<file path="config.mk">
export PLATFORM = sky130hd
export DESIGN_NAME = pll_lock_sequencer
export DESIGN_NICKNAME = d
export VERILOG_FILES = /design/src/rtl/pll_lock_sequencer.sv
export SDC_FILE = /design/constraint.sdc
export NUM_CORES = 1
export LEC_CHECK = 0
export CAP_MARGIN = 20
export CORE_ASPECT_RATIO = 1.1
export CORE_UTILIZATION = 58
export CTS_BUF_LIST = sky130_fd_sc_hd__clkbuf_4 sky130_fd_sc_hd__clkbuf_8
export DETAILED_ROUTE_END_ITERATION = 16
export GPL_ROUTABILITY_DRIVEN = 0
export PLACE_DENSITY = 0.87
export SYNTH_ARGS = -nofsm -noshare
export SYNTH_HDL_FRONTEND = slang
export SYNTH_SLANG_ARGS = --single-unit
</file>
<file path="constraint.sdc">
create_clock -name clock -period 3.4 [get_ports clock]
set_input_delay 0.68 -clock clock [delete_from_list [all_inputs] [get_ports clock]]
set_output_delay 0.68 -clock clock [all_outputs]
set_load 0.01 [all_outputs]
</file>
<file path="src/rtl/pll_lock_sequencer.sv">
// ECP5 EHXPLLL lock sequencer: PLL reset pulsing, lock timeout/retry, fabric reset
// qualification and (when PLLSEQ_PHASE_STEP_EN is defined) dynamic phase stepping.
module pll_lock_sequencer #(
    parameter int RST_CYCLES    = 16,
    parameter int LOCK_TIMEOUT  = 65536,
    parameter int STABLE_CYCLES = 1024,
    parameter int STEP_PULSE    = 4,
    parameter int STEP_SETTLE   = 16
) (
    input  logic       clock,
    input  logic       resetn,
    input  logic       pll_locked,
    output logic       pll_rst,
    output logic       rst_out,
    output logic       lock_ok,
    output logic [7:0] retries,
    input  logic       step_valid,
    output logic       step_ready,
    input  logic [1:0] step_sel,
    input  logic       step_dir,
    input  logic [3:0] step_count,
    output logic [1:0] pll_phasesel,
    output logic       pll_phasedir,
    output logic       pll_phasestep,
    output logic       pll_phaseloadreg
);

    localparam int RST_W = (RST_CYCLES    > 1) ? $clog2(RST_CYCLES)    : 1;
    localparam int TO_W  = (LOCK_TIMEOUT  > 1) ? $clog2(LOCK_TIMEOUT)  : 1;
    localparam int STB_W = (STABLE_CYCLES > 1) ? $clog2(STABLE_CYCLES) : 1;

    localparam logic [RST_W-1:0] RST_LAST = RST_W'(RST_CYCLES - 1);
    localparam logic [TO_W-1:0]  TO_LAST  = TO_W'(LOCK_TIMEOUT - 1);
    localparam logic [STB_W-1:0] STB_LAST = STB_W'(STABLE_CYCLES - 1);
    localparam logic [RST_W-1:0] RST_ONE  = RST_W'(1);
    localparam logic [TO_W-1:0]  TO_ONE   = TO_W'(1);
    localparam logic [STB_W-1:0] STB_ONE  = STB_W'(1);

    typedef enum logic [2:0] {
        ST_RESET_PLL   = 3'd0,
        ST_WAIT_LOCK   = 3'd1,
        ST_STABLE      = 3'd2,
        ST_RUN         = 3'd3,
        ST_STEP_SETUP  = 3'd4,
        ST_STEP_PULSE  = 3'd5,
        ST_STEP_SETTLE = 3'd6
    } state_t;

    state_t           state_r, state_s;
    logic             lk_meta_r, lk_r;
    logic [RST_W-1:0] rst_cnt_r, rst_cnt_s;
    logic [TO_W-1:0]  to_cnt_r, to_cnt_s;
    logic [STB_W-1:0] stb_cnt_r, stb_cnt_s;
    logic [7:0]       retries_r, retries_s;
    logic             run_like_s;

    function automatic logic [7:0] sat_inc8(input logic [7:0] value);
        if (value == 8'hFF) begin
            sat_inc8 = value;
        end else begin
            sat_inc8 = value + 8'd1;
        end
    endfunction

`ifdef PLLSEQ_PHASE_STEP_EN
    localparam int SP_W = (STEP_PULSE  > 1) ? $clog2(STEP_PULSE)  : 1;
    localparam int SS_W = (STEP_SETTLE > 1) ? $clog2(STEP_SETTLE) : 1;
    localparam logic [SP_W-1:0] SP_LAST = SP_W'(STEP_PULSE - 1);
    localparam logic [SS_W-1:0] SS_LAST = SS_W'(STEP_SETTLE - 1);
    localparam logic [SP_W-1:0] SP_ONE  = SP_W'(1);
    localparam logic [SS_W-1:0] SS_ONE  = SS_W'(1);

    logic [SP_W-1:0] pulse_cnt_r, pulse_cnt_s;
    logic [SS_W-1:0] settle_cnt_r, settle_cnt_s;
    logic [4:0]      rem_r, rem_s;
    logic [1:0]      sel_r, sel_s;
    logic            dir_r, dir_s;
`else
    logic unused_step_s;
    assign unused_step_s = ^{step_valid, step_sel, step_dir, step_count,
                             32'(STEP_PULSE), 32'(STEP_SETTLE)};
`endif

    // Two-flop synchronizer bringing the asynchronous PLL lock into the clock domain.
    always_ff @(posedge clock or negedge resetn) begin
        if (!resetn) begin
            lk_meta_r <= 1'b0;
            lk_r      <= 1'b0;
        end else begin
            lk_meta_r <= pll_locked;
            lk_r      <= lk_meta_r;
        end
    end

    // Sequencer state, per-state counters and retry count.
    always_ff @(posedge clock or negedge resetn) begin
        if (!resetn) begin
            state_r   <= ST_RESET_PLL;
            rst_cnt_r <= {RST_W{1'b0}};
            to_cnt_r  <= {TO_W{1'b0}};
            stb_cnt_r <= {STB_W{1'b0}};
            retries_r <= 8'd0;
        end else begin
            state_r   <= state_s;
            rst_cnt_r <= rst_cnt_s;
            to_cnt_r  <= to_cnt_s;
            stb_cnt_r <= stb_cnt_s;
            retries_r <= retries_s;
        end
    end

`ifdef PLLSEQ_PHASE_STEP_EN
    // Phase-step request latch and step timing counters.
    always_ff @(posedge clock or negedge resetn) begin
        if (!resetn) begin
            pulse_cnt_r  <= {SP_W{1'b0}};
            settle_cnt_r <= {SS_W{1'b0}};
            rem_r        <= 5'd0;
            sel_r        <= 2'd0;
            dir_r        <= 1'b1;
        end else begin
            pulse_cnt_r  <= pulse_cnt_s;
            settle_cnt_r <= settle_cnt_s;
            rem_r        <= rem_s;
            sel_r        <= sel_s;
            dir_r        <= dir_s;
        end
    end
`endif

    // Next-state logic; counters default to zero so each one starts clean on state entry.
    always_comb begin
        state_s   = state_r;
        rst_cnt_s = {RST_W{1'b0}};
        to_cnt_s  = {TO_W{1'b0}};
        stb_cnt_s = {STB_W{1'b0}};
        retries_s = retries_r;
`ifdef PLLSEQ_PHASE_STEP_EN
        pulse_cnt_s  = {SP_W{1'b0}};
        settle_cnt_s = {SS_W{1'b0}};
        rem_s        = rem_r;
        sel_s        = sel_r;
        dir_s        = dir_r;
`endif
        case (state_r)
            ST_RESET_PLL: begin
                if (rst_cnt_r == RST_LAST) begin
                    state_s = ST_WAIT_LOCK;
                end else begin
                    rst_cnt_s = rst_cnt_r + RST_ONE;
                end
            end
            ST_WAIT_LOCK: begin
                if (lk_r) begin
                    state_s = ST_STABLE;
                end else if (to_cnt_r == TO_LAST) begin
                    state_s   = ST_RESET_PLL;
                    retries_s = sat_inc8(retries_r);
                end else begin
                    to_cnt_s = to_cnt_r + TO_ONE;
                end
            end
            ST_STABLE: begin
                if (!lk_r) begin
                    state_s = ST_WAIT_LOCK;
                end else if (stb_cnt_r == STB_LAST) begin
                    state_s = ST_RUN;
                end else begin
                    stb_cnt_s = stb_cnt_r + STB_ONE;
                end
            end
            ST_RUN: begin
                // Loss of lock outranks a simultaneous step request.
                if (!lk_r) begin
                    state_s = ST_WAIT_LOCK;
`ifdef PLLSEQ_PHASE_STEP_EN
                    rem_s   = 5'd0;
                end else if (step_valid) begin
                    state_s = ST_STEP_SETUP;
                    sel_s   = step_sel;
                    dir_s   = step_dir;
                    rem_s   = (step_count == 4'd0) ? 5'd16 : {1'b0, step_count};
`endif
                end else begin
                    state_s = ST_RUN;
                end
            end
`ifdef PLLSEQ_PHASE_STEP_EN
            ST_STEP_SETUP: begin
                if (!lk_r) begin
                    state_s = ST_WAIT_LOCK;
                    rem_s   = 5'd0;
                end else begin
                    state_s = ST_STEP_PULSE;
                end
            end
            ST_STEP_PULSE: begin
                if (!lk_r) begin
                    state_s = ST_WAIT_LOCK;
                    rem_s   = 5'd0;
                end else if (pulse_cnt_r == SP_LAST) begin
                    state_s = ST_STEP_SETTLE;
                end else begin
                    pulse_cnt_s = pulse_cnt_r + SP_ONE;
                end
            end
            ST_STEP_SETTLE: begin
                if (!lk_r) begin
                    state_s = ST_WAIT_LOCK;
                    rem_s   = 5'd0;
                end else if (settle_cnt_r == SS_LAST) begin
                    rem_s   = rem_r - 5'd1;
                    state_s = (rem_r == 5'd1) ? ST_RUN : ST_STEP_PULSE;
                end else begin
                    settle_cnt_s = settle_cnt_r + SS_ONE;
                end
            end
`endif
            default: begin
                state_s = ST_RESET_PLL;
            end
        endcase
    end

    // Output decode; lock-dependent outputs react in the same cycle lk drops.
    always_comb begin
        run_like_s = (state_r == ST_RUN)        || (state_r == ST_STEP_SETUP) ||
                     (state_r == ST_STEP_PULSE) || (state_r == ST_STEP_SETTLE);
        pll_rst          = (state_r == ST_RESET_PLL);
        rst_out          = !(run_like_s && lk_r);
        lock_ok          = run_like_s && lk_r;
        retries          = retries_r;
        pll_phaseloadreg = 1'b1;
`ifdef PLLSEQ_PHASE_STEP_EN
        step_ready       = (state_r == ST_RUN) && lk_r;
        pll_phasestep    = !((state_r == ST_STEP_PULSE) && lk_r);
        pll_phasesel     = sel_r;
        pll_phasedir     = dir_r;
`else
        step_ready       = 1'b0;
        pll_phasestep    = 1'b1;
        pll_phasesel     = 2'd0;
        pll_phasedir     = 1'b1;
`endif
    end

endmodule

</file>
Word-level counts from Yosys, hierarchy flattened
Index checks and enable logic that the tools add are counted.
{ "word_totals": {"regBits": 43, "in_bits": 11, "out_inout_bits": 17, "wordCells": 49} }
{ "classes": {"n_addsub": 4, "n_eq_ne": 13, "n_mux": 15, "bitwise": 2, "n_reduce_logical": 8} }
{ "ops": {"columns": ["operator", "n"], "rows": [
  ["$mux 16", 3],
  ["$mux 10", 3],
  ["$add 16x1->16 const B", 1],
  ["$eq 16x16->1 const B", 1],
  ["$mux 3", 5],
  ["$pmux 3 s4", 1],
  ["$add 10x1->10 const B", 1],
  ["$eq 10x10->1 const B", 1],
  ["$eq 3x3->1 const B", 3],
  ["$add 8x1->8 const B", 1],
  ["$eq 8x8->1 const B", 1],
  ["$mux 4", 2],
  ["$eq 3x2->1 const B", 2],
  ["$ne 3x3->1 const B", 2],
  ["$add 4x1->4 const B", 1],
  ["$eq 4x4->1 const B", 1],
  ["$reduce_and 4->1", 1],
  ["$eq 3x1->1 const B", 1],
  ["$logic_not 3->1", 1],
  ["$logic_or 1x1->1", 3],
  ["$reduce_and 3->1", 1],
  ["$mux 2", 1],
  ["$ne 2x1->1 const B", 1],
  ["$not 1->1", 2],
  ["2 further kinds", 2]
]} }

Logic depth before layout (Yosys ltp)
Gate-level depths: netlist (run 1).
{ "depth": {"depth_word": 6, "mapped_depth": 7, "ltp_nobuf": 5} }

Worst setup path before layout (run 1)
OpenSTA, ideal clock, no wires.
{ "synth_timing": {"kind": "flip-flop to flip-flop", "from": "register to_cnt_r[0]", "to": "register to_cnt_r[11]", "setup_time_ps": 121, "arrival_time_ps": 1669, "required_time_ps": 3279, "setup_slack_ps": 1609, "stages_incl_launch_ff": 8, "n_path_buf": 2, "synth_period_minus_slack_ps": 1791, "cell_sequence": "dfrtp_1 > ha_1 > nand3_2 > or3_1 > buf_2 > o21ai_2 > buf_2 > nor2_1"} }
{ "synth_via": {"elab_chain_cells": 4, "word_cells_on_any_way": 5, "cone_classes": "1 x add/sub; 1 x eq/ne; 3 x mux"} }
{ "synth_rtl": {"columns": ["item", "line_no", "text"], "rows": [
  ["start: declaration", "52", "logic [TO_W-1:0] to_cnt_r, to_cnt_s;"],
  ["start signal: assignment", "100", "to_cnt_r <= {TO_W{1'b0}};"],
  ["start signal: assignment", "106", "to_cnt_r <= to_cnt_s;"],
  ["$add 16x1->16 / $eq 16x16->1 (equally long branches)", "160, 156", null],
  ["$mux 16 *", "156", "end else if (to_cnt_r == TO_LAST) begin"],
  ["$mux 16 *", "154", "if (lk_r) begin"],
  ["$mux 16 *", "145", "case (state_r)"],
  ["net to_cnt_s[11]", "52", null]
]} }
The timed path passes the listed nets; every way through them passes the cells marked *.
A chain may end at the register's enable or synchronous reset.

Worst setup path in the final report (run 1)
{ "layout_timing": {"from": "register state_r[0]", "to": "output pll_rst"} }
{ "layout_via": {"elab_chain_cells": 1} }
{ "layout_rtl": {"columns": ["item", "line_no", "text"], "rows": [
  ["start: declaration", "49", "state_t state_r, state_s;"],
  ["start signal: assignment", "104", "state_r <= state_s;"],
  ["$logic_not 3->1", "229", "pll_rst = (state_r == ST_RESET_PLL);"],
  ["end: declaration", "13", "output logic pll_rst,"]
]} }
Every way passes these cells.

==> results by stage, run 1 <==
Synth:
- For this run, the number of Yosys warnings is 0.
- In this run, synthesis inferred 0 flip-flops with an integrated enable.
- Averaged over all synthesized cells, the footprint is 10.2 µm².
- Yosys mapped the design onto 32 distinct sky130hd cell types.
- By area the synthesized netlist is led by sky130_fd_sc_hd__dfrtp_1 (52%), sky130_fd_sc_hd__xnor2_1 (6.5%), sky130_fd_sc_hd__xor2_1 (4.8%).
- The biggest area contributor in the post-synthesis netlist is sky130_fd_sc_hd__dfrtp_1.
- Sequential cells were found to cover 52.1% of the synthesized design area.
- The share of the synthesized area in the top cell type is 52.1%.
- The mapped cell area is 2020 µm².
- The synthesized design contains 42 register bits.
- The most used flip-flop cell after synthesis is sky130_fd_sc_hd__dfrtp_1.
- Of all flip-flops after synthesis, the portion carrying an async set or reset was 100%.
- Counting every instance in the synthesized netlist gives 198.

Finish:
- The filler cells instantiated in the layout total 275.
- Compared with the post-synthesis result, the final layout area differs by 9.93%.
- The layout cell share with drive strength beyond 1 is 6.10%.
- The final-stage net count is 227.
- In the layout the commonest cells are sky130_fd_sc_hd__dfrtp_1 (42), sky130_fd_sc_hd__nor2_1 (25), sky130_fd_sc_hd__xnor2_1 (15).
- The repair_antennas step left the layout with diodes totalling 0.
- Across the whole layout, storage elements account for 1050 µm².
- The multi-input combinational cells in the finished layout cover a total of 895 µm².
- The leading cell type in the layout, fill and taps excluded is sky130_fd_sc_hd__dfrtp_1.

Clock network:
- The number of sinks driven by the clock tree is 42.
- After clock tree synthesis, the flow added hold-fix buffers numbering 0.
- In this run the clock root is driven by a sky130_fd_sc_hd__clkbuf_4.
- The number of H-tree levels is 2.
- The source-to-sink clock delay at the later pin of the worst-skew pair is 0.35 ns.
- The clock input transition at the sequential cells of the worst setup and hold paths is 0.12 ns.
- The longest clock path from root to sink contains 2 buffers.
- The number of setup buffers added after CTS is 0.
- After clock tree synthesis, the repair step resized 0 gates.
- Clock tree synthesis inserted a total of 5 buffers.
- The CTS tree is built.

Timing:
- After layout, the minimum clock period comes to 2.32 ns.
- The worst pin sits at a relative slew slack of 41.0%.
- The clock arrives with 0.0135 ns of skew.
- Derived from the worst setup path, the maximum achievable clock frequency is 0.432 GHz.
- Adding up every negative setup slack in the final design gives 0 ns.
- Setup violations remaining at the end of the flow were counted as 0.
- The post-route clock period utilization is 68.2%.
- Setup repair after global routing left no endpoint under its margin.
- The number of slew-limit violations in the final report is 0.
- The final hold violation count is 0.
- For the pin with the worst max-slew slack, the measured transition is 0.885 ns.

Floorplan:
- The die covers 3720 µm².
- The area of the core is 3330 µm².
- 28 I/O pins were placed.
- The height of the die is 63.9 µm.
- In this run the horizontal extent of the chip is 58.2 µm.
- The starting density of the core is 60.6%.
- Row generation in the floorplan step produced 22 rows.

Critical path:
- The category of the worst setup path capture point is an output pin.
- The signal arrival time at the worst endpoint is 1.64 ns.
- The path type of the worst setup path is reg2out.
- Of all nets on the critical path, the largest fanout is 9.
- The worst setup path is launched from a register.
- At the worst endpoint, the required time is 2.72 ns.

Place:
- The HPWL after detailed placement is 2300 µm.
- The total of buffers placed on input and output ports is 13.

Route:
- In the final routed layout, each cell accounts on average for 12.5 µm.
- In this run, the number of DRC markers left after iteration 0 of detailed routing was 71.
- In this run the remaining antenna-violating nets after routing total 0.
- After detailed routing, the number of remaining DRC violations is 0.
- Before antenna repair, the detailed router went through 4 iterations.
- After detailed routing, the met3 layer carries 128 µm of wire.
- Using the TritonRoute via totals, the vias-per-cell ratio works out to 5.52.
- Wires add up to 3260 µm.
- Summed over all nets, wire length on met2 after detailed routing comes to 1660 µm.
- The wire length on met1 is 1410 µm.
- The vias after detailed routing is 1,440.
- Signal routing reaches up to met4.

Power:
- Dividing total power by cell area gives a power density of 430 nW/µm².
- Summing internal, switching and leakage power gives 0.952 mW.
- IR analysis of the VDD net gives a maximum drop of 320 µV.
- For this design the static power due to leakage is 0.930 nW.

Global routing:
- Global routing used 21.0% of the available tracks across all layers.
- For this run the aggregate overflow at the end of global routing stands at 0.
- The pin count of the biggest net entering global routing is 43.
- The via count of the first global-routing pass was 1,378.
- The number of antenna violations at the first check in global routing is 0.
- The first global-routing pass estimated 5800 µm of wire.

Worst hold path:
- The min-delay analysis places its worst path in the category reg2reg.

Job:
- The max-cap violation count is 0.

Outcome:
- The run finished with clean final reports.
## per-layer routing
layer | track usage (%) | up-vias
met2 | 36.5 | 32
met1 | 24.1 | 696
met4 | 8.04 | 0
met5 | 0 | -
met3 | 6.07 | 6
li1 | - | 706
## registers in the layout, summed over array words and instances, names as in the netlist
register   cells
lk_r           1
retries        8
lk_meta_r      1
state_r        2
rst_cnt_r      4
stb_cnt_r     10
to_cnt_r      16
## cell families after synthesis
logic type,share of synthesized area [%]
AOI/OAI and AO/OA,4.96
xor gates and xnor gates,11.3
adders and majority gates,2.48
buffers and inverters,4.28
DFF,52.1
muxes,0.558
other,0.372
and+or+nand+nor,23.9
## synth_stat cells, types with 4 or more instances
cell type                 number
sky130_fd_sc_hd__a21oi_1       6
sky130_fd_sc_hd__and2_1        4
sky130_fd_sc_hd__buf_4         6
sky130_fd_sc_hd__dfrtp_1      42
sky130_fd_sc_hd__ha_1          4
sky130_fd_sc_hd__inv_1         6
sky130_fd_sc_hd__nand2_1      11
sky130_fd_sc_hd__nand3_1      12
sky130_fd_sc_hd__nand4_1       8
sky130_fd_sc_hd__nor2_1       25
sky130_fd_sc_hd__nor3_1        5
sky130_fd_sc_hd__nor4_1        7
sky130_fd_sc_hd__o21ai_0       6
sky130_fd_sc_hd__or3_1         6
sky130_fd_sc_hd__xnor2_1      15
sky130_fd_sc_hd__xor2_1       11
## path summary, 6_finish.rpt
check / slack (ns) / cells past startpoint / end / startpoint
worst max-delay path: 1.08 / 2 / pll_rst / state_r[0]$_DFFE_PN0P_
worst min-delay path: 0.37 / 0 / lk_r$_DFF_PN0_ / lk_meta_r$_DFF_PN0_
worst max register to register: 1.15 / 5 / state_r[0]$_DFFE_PN0P_ / to_cnt_r[0]$_DFF_PN0_
worst min register to register: 0.37 / 0 / lk_r$_DFF_PN0_ / lk_meta_r$_DFF_PN0_
max in group asynchronous: 2.41 / 1 / stb_cnt_r[6]$_DFF_PN0_ / resetn
min in group asynchronous: 0.44 / 1 / to_cnt_r[7]$_DFF_PN0_ / resetn
## metrics by stage
stage / setup WS (ns) / area [µm²] / cells / hold WS (ns) / util, %
5_1_grt: 0.957 / 2220 / 261 / 0.379 / 66.6
6_report: 1.08 / 2220 / 261 / 0.371 / 66.6
3_5_place_dp: 1.22 / 2150 / 253 / 0.347 / 64.7
4_1_cts: 1.04 / 2220 / 261 / 0.375 / 66.6
2_1_floorplan: 1.61 / 2030 / 202 / 0.331 / -
3_3_place_gp: 1.26 / 2150 / 253 / 0.335 / 64.7
## worst max-delay path, cell delays in order (launching register included)
cell and delay [ns]:
sky130_fd_sc_hd__dfrtp_1 0.49, sky130_fd_sc_hd__nor2_1 0.23, sky130_fd_sc_hd__clkdlybuf4s50_1 0.57
## power by group
group	internal, mW	switching, mW	total [mW]	leakage (nW)
clock	0.108	0.154	0.262	0.0387
combinational	0.0504	0.0721	0.122	0.314
sequential	0.528	0.0390	0.568	0.576
total	0.687	0.265	0.952	0.930
## area by class of cell
cell class	count	share of cell area [%]
Multi-Input combinational cell	144	40.3
Timing Repair Buffer	13	5.64
Clock inverter	1	0.226
Clock buffer	7	2.65
Sequential cell	42	47.4
Inverter	6	1.02
Tap cell	48	2.71
No activity file was read; power rests on OpenSTA's default activity.
==> run 2: changes to the inputs <==
CORE_UTILIZATION = 56   (was 58)
PLACE_DENSITY = 0.84   (was 0.87)
clock period = 2.4 ns   (was 3.4 ns; I/O delays follow)
==> run 2 against run 1 <==
Net effect:
- cell count rose by 0.77%
- cell area increased by 0.68%
- total power grew 41%
- sequential share of layout area down 0.32 points
- worst setup slack got worse by 0.82 ns
- clock-buffer cell count stayed put
- global-route usage is 0.074 points higher
- sequential cell count did not move
- routed wire length grew 3.2%
- critical path type unchanged
- critical endpoint unchanged
- largest cell class unchanged
- largest power group unchanged
==> results by stage, run 2 (synthesis results as in run 1) <==
Outcome:
- The flow ran to the end, and the final reports show no timing, DRC or antenna violations.

Power:
- The worst supply voltage drop on vdd was 458 µV (+43%).
- The power density of the placed cells is 603 nW/µm² (+40%).
- The leakage power summed over all cells was 0.939 nW (+1.1%).

Finish:
- The number of antenna diodes is 0 (unchanged).
- The area added between synthesis and finish is 10.7%.
- The library cell used most frequently in the layout, excluding fill and tap cells, is sky130_fd_sc_hd__dfrtp_1.
- The register with the most flip-flops in the final layout is to_cnt_r.
- The flip-flop count of the largest register, all copies and words added is 16 (unchanged).
- The layout cell share with drive strength beyond 1 is 6.98% (+0.87 points).
- The final-stage net count is 229 (+0.88%).
- The final cell count without fillers is 263 (+0.77%).
- Leaving out fill and tap cells, the most frequent cells in the layout are sky130_fd_sc_hd__dfrtp_1 (42), sky130_fd_sc_hd__nor2_1 (25), sky130_fd_sc_hd__xnor2_1 (15).

Timing:
- The count of endpoints failing setup in the final report is 0 (unchanged).
- The measured slew at the worst slew-check pin is 0.884 ns (-0.00117 ns).
- Setup repair after global routing left no endpoint under its margin.
- The maximum achievable frequency is 0.468 GHz.
- The time the worst path needs with I/O delays and setup is 2.13 ns.
- The post-route clock period utilization is 89.0%.
- The final setup skew is 0.0121 ns (-0.00138 ns).
- The number of slew-limit violations in the final report is 0 (unchanged).
- The relative slew slack is 41.1% (+0.078 points).
- The setup TNS came to 0 ns (unchanged).
- The final hold violation count came to 0 (unchanged).

Global routing:
- The via count of the first global-routing pass was 1,393 (+1.1%).
- The first-pass GRT wire length is 5990 µm (+3.3%).
- The pin count of the biggest net entering global routing is 43 (unchanged).
- The overall track demand over capacity in global routing is 21.1% (+0.074 points).
- The remaining global-route overflow is 0 (unchanged).
- The number of antenna violations at the first check in global routing is 0 (unchanged).

Clock network:
- The number of buffers created by CTS was 5 (unchanged).
- The clock input transition at the sequential cells of the worst setup and hold paths is 0.12 ns (about the same).
- The number of H-tree levels came to 2 (unchanged).
- The number of sinks driven by the clock tree is 42 (unchanged).
- The number of hold buffers added after CTS is 0 (unchanged).
- The source-to-sink clock delay at the later pin of the worst-skew pair came to 0.34 ns (about the same).
- The root buffer cell chosen for the clock tree is sky130_fd_sc_hd__clkbuf_4.
- The post-cts sizing count is 0 (unchanged).
- The CTS tree is built.
- The maximum buffer depth of the clock tree was 2 (unchanged).
- The post-CTS setup buffer count is 0 (unchanged).

Floorplan:
- The starting density of the core is 59.6% (-0.98 points).
- The number of placement rows is 22 (unchanged).
- The height of the die is 64.9 µm (+1.7%).
- The area of the die is 3850 µm² (+3.5%).
- The area of the core came to 3390 µm² (+1.7%).
- The number of top-level design ports came to 28 (unchanged).
- The width of the chip is 59.2 µm (+1.7%).

Critical path:
- The worst setup path is launched from a register.
- The signal arrival time at the worst endpoint is 1.65 ns (about the same).
- The required time at the endpoint of the critical path was 1.92 ns (-0.80 ns).
- The worst setup path is of the reg2out kind.
- The category of the worst setup path capture point is an output pin.
- The largest fanout of any net on the critical path is 9 (unchanged).

Route:
- The number of DRC markers after the initial detailed-route iteration came to 112 (+58%).
- The vias after detailed routing is 1,411 (-2.0%).
- The detailed-route vias per instance is 5.37 (-2.8%).
- The number of nets still failing antenna checks after routing is 0 (unchanged).
- The total routed wirelength came to 3360 µm (+3.2%).
- The number of remaining DRC errors is 0 (unchanged).
- The length of the first detailed-routing pass in iterations is 4 (unchanged).
- The post-detailed-route wirelength per cell came to 12.8 µm (+2.4%).

Place:
- The total of buffers placed on input and output ports is 13 (unchanged).
- The number of instances in the placed design is 255 (+0.79%).
- The HPWL after detailed placement is 2370 µm (+2.7%).

Worst hold path:
- The min-delay analysis places its worst path in the category in2async.

Job:
- The max-cap violation count is 0 (unchanged).
==> run 2: stage by stage <==
stage / instance area [µm²] / hold slack, ns / power, mW / utilization (%) / setup slack (ns)
3_5_place_dp: 2170 / 0.346 / 0.994 / 64.0 / 0.420
3_3_place_gp: 2170 / 0.331 / 0.991 / 64.0 / 0.451
4_1_cts: 2230 / 0.276 / 1.36 / 65.9 / 0.250
5_1_grt: 2230 / 0.327 / 1.43 / 65.9 / 0.145
6_report: 2230 / 0.243 / 1.35 / 65.9 / 0.265
2_1_floorplan: 2030 / 0.184 / 0.933 / - / 0.609
==> run 2: final timing paths <==
path	slack (ns)	endpoint	start	depth (start not counted)
worst max-delay path	0.27	pll_rst	state_r[0]$_DFFE_PN0P_	2
worst min-delay path	0.24	to_cnt_r[10]$_DFF_PN0_	resetn	1
worst max register to register	0.41	to_cnt_r[3]$_DFF_PN0_	to_cnt_r[0]$_DFF_PN0_	6
worst min register to register	0.37	lk_r$_DFF_PN0_	lk_meta_r$_DFF_PN0_	0
max in group asynchronous	1.60	stb_cnt_r[9]$_DFF_PN0_	resetn	1
min in group clock	0.37	lk_r$_DFF_PN0_	lk_meta_r$_DFF_PN0_	0
==> run 2: area by class of cell <==
| cell class | instances | area (µm²) |
|---|---|---|
| Fill cell | 274 | 1150 |
| Sequential cell | 42 | 1050 |
| Tap cell | 48 | 60.1 |
| Inverter | 6 | 22.5 |
| Multi-Input combinational cell | 144 | 895 |
| Clock buffer | 7 | 58.8 |
| Clock inverter | 1 | 5.00 |
| Timing Repair Buffer | 15 | 140 |
==> run 2: metal layers <==
metal | track usage [%] | wire, µm | up-vias
li1 | - | - | 711
met1 | 26.1 | 1490 | 676
met2 | 36.1 | 1760 | 19
met3 | 4.19 | 64 | 5
met4 | 7.14 | 48 | 0
met5 | 0 | 0 | -
==> run 2: critical path, stage by stage, from the launching register on <==
cell	delay [ns]
sky130_fd_sc_hd__dfrtp_1	0.48
sky130_fd_sc_hd__nor2_1	0.25
sky130_fd_sc_hd__clkdlybuf4s50_1	0.59
==> run 2: where the power goes <==
| group | total, mW | switching, mW | internal [mW] |
|---|---|---|---|
| clock | 0.366 | 0.212 | 0.154 |
| sequential | 0.802 | 0.0535 | 0.749 |
| combinational | 0.178 | 0.104 | 0.0744 |
| total | 1.35 | 0.369 | 0.977 |
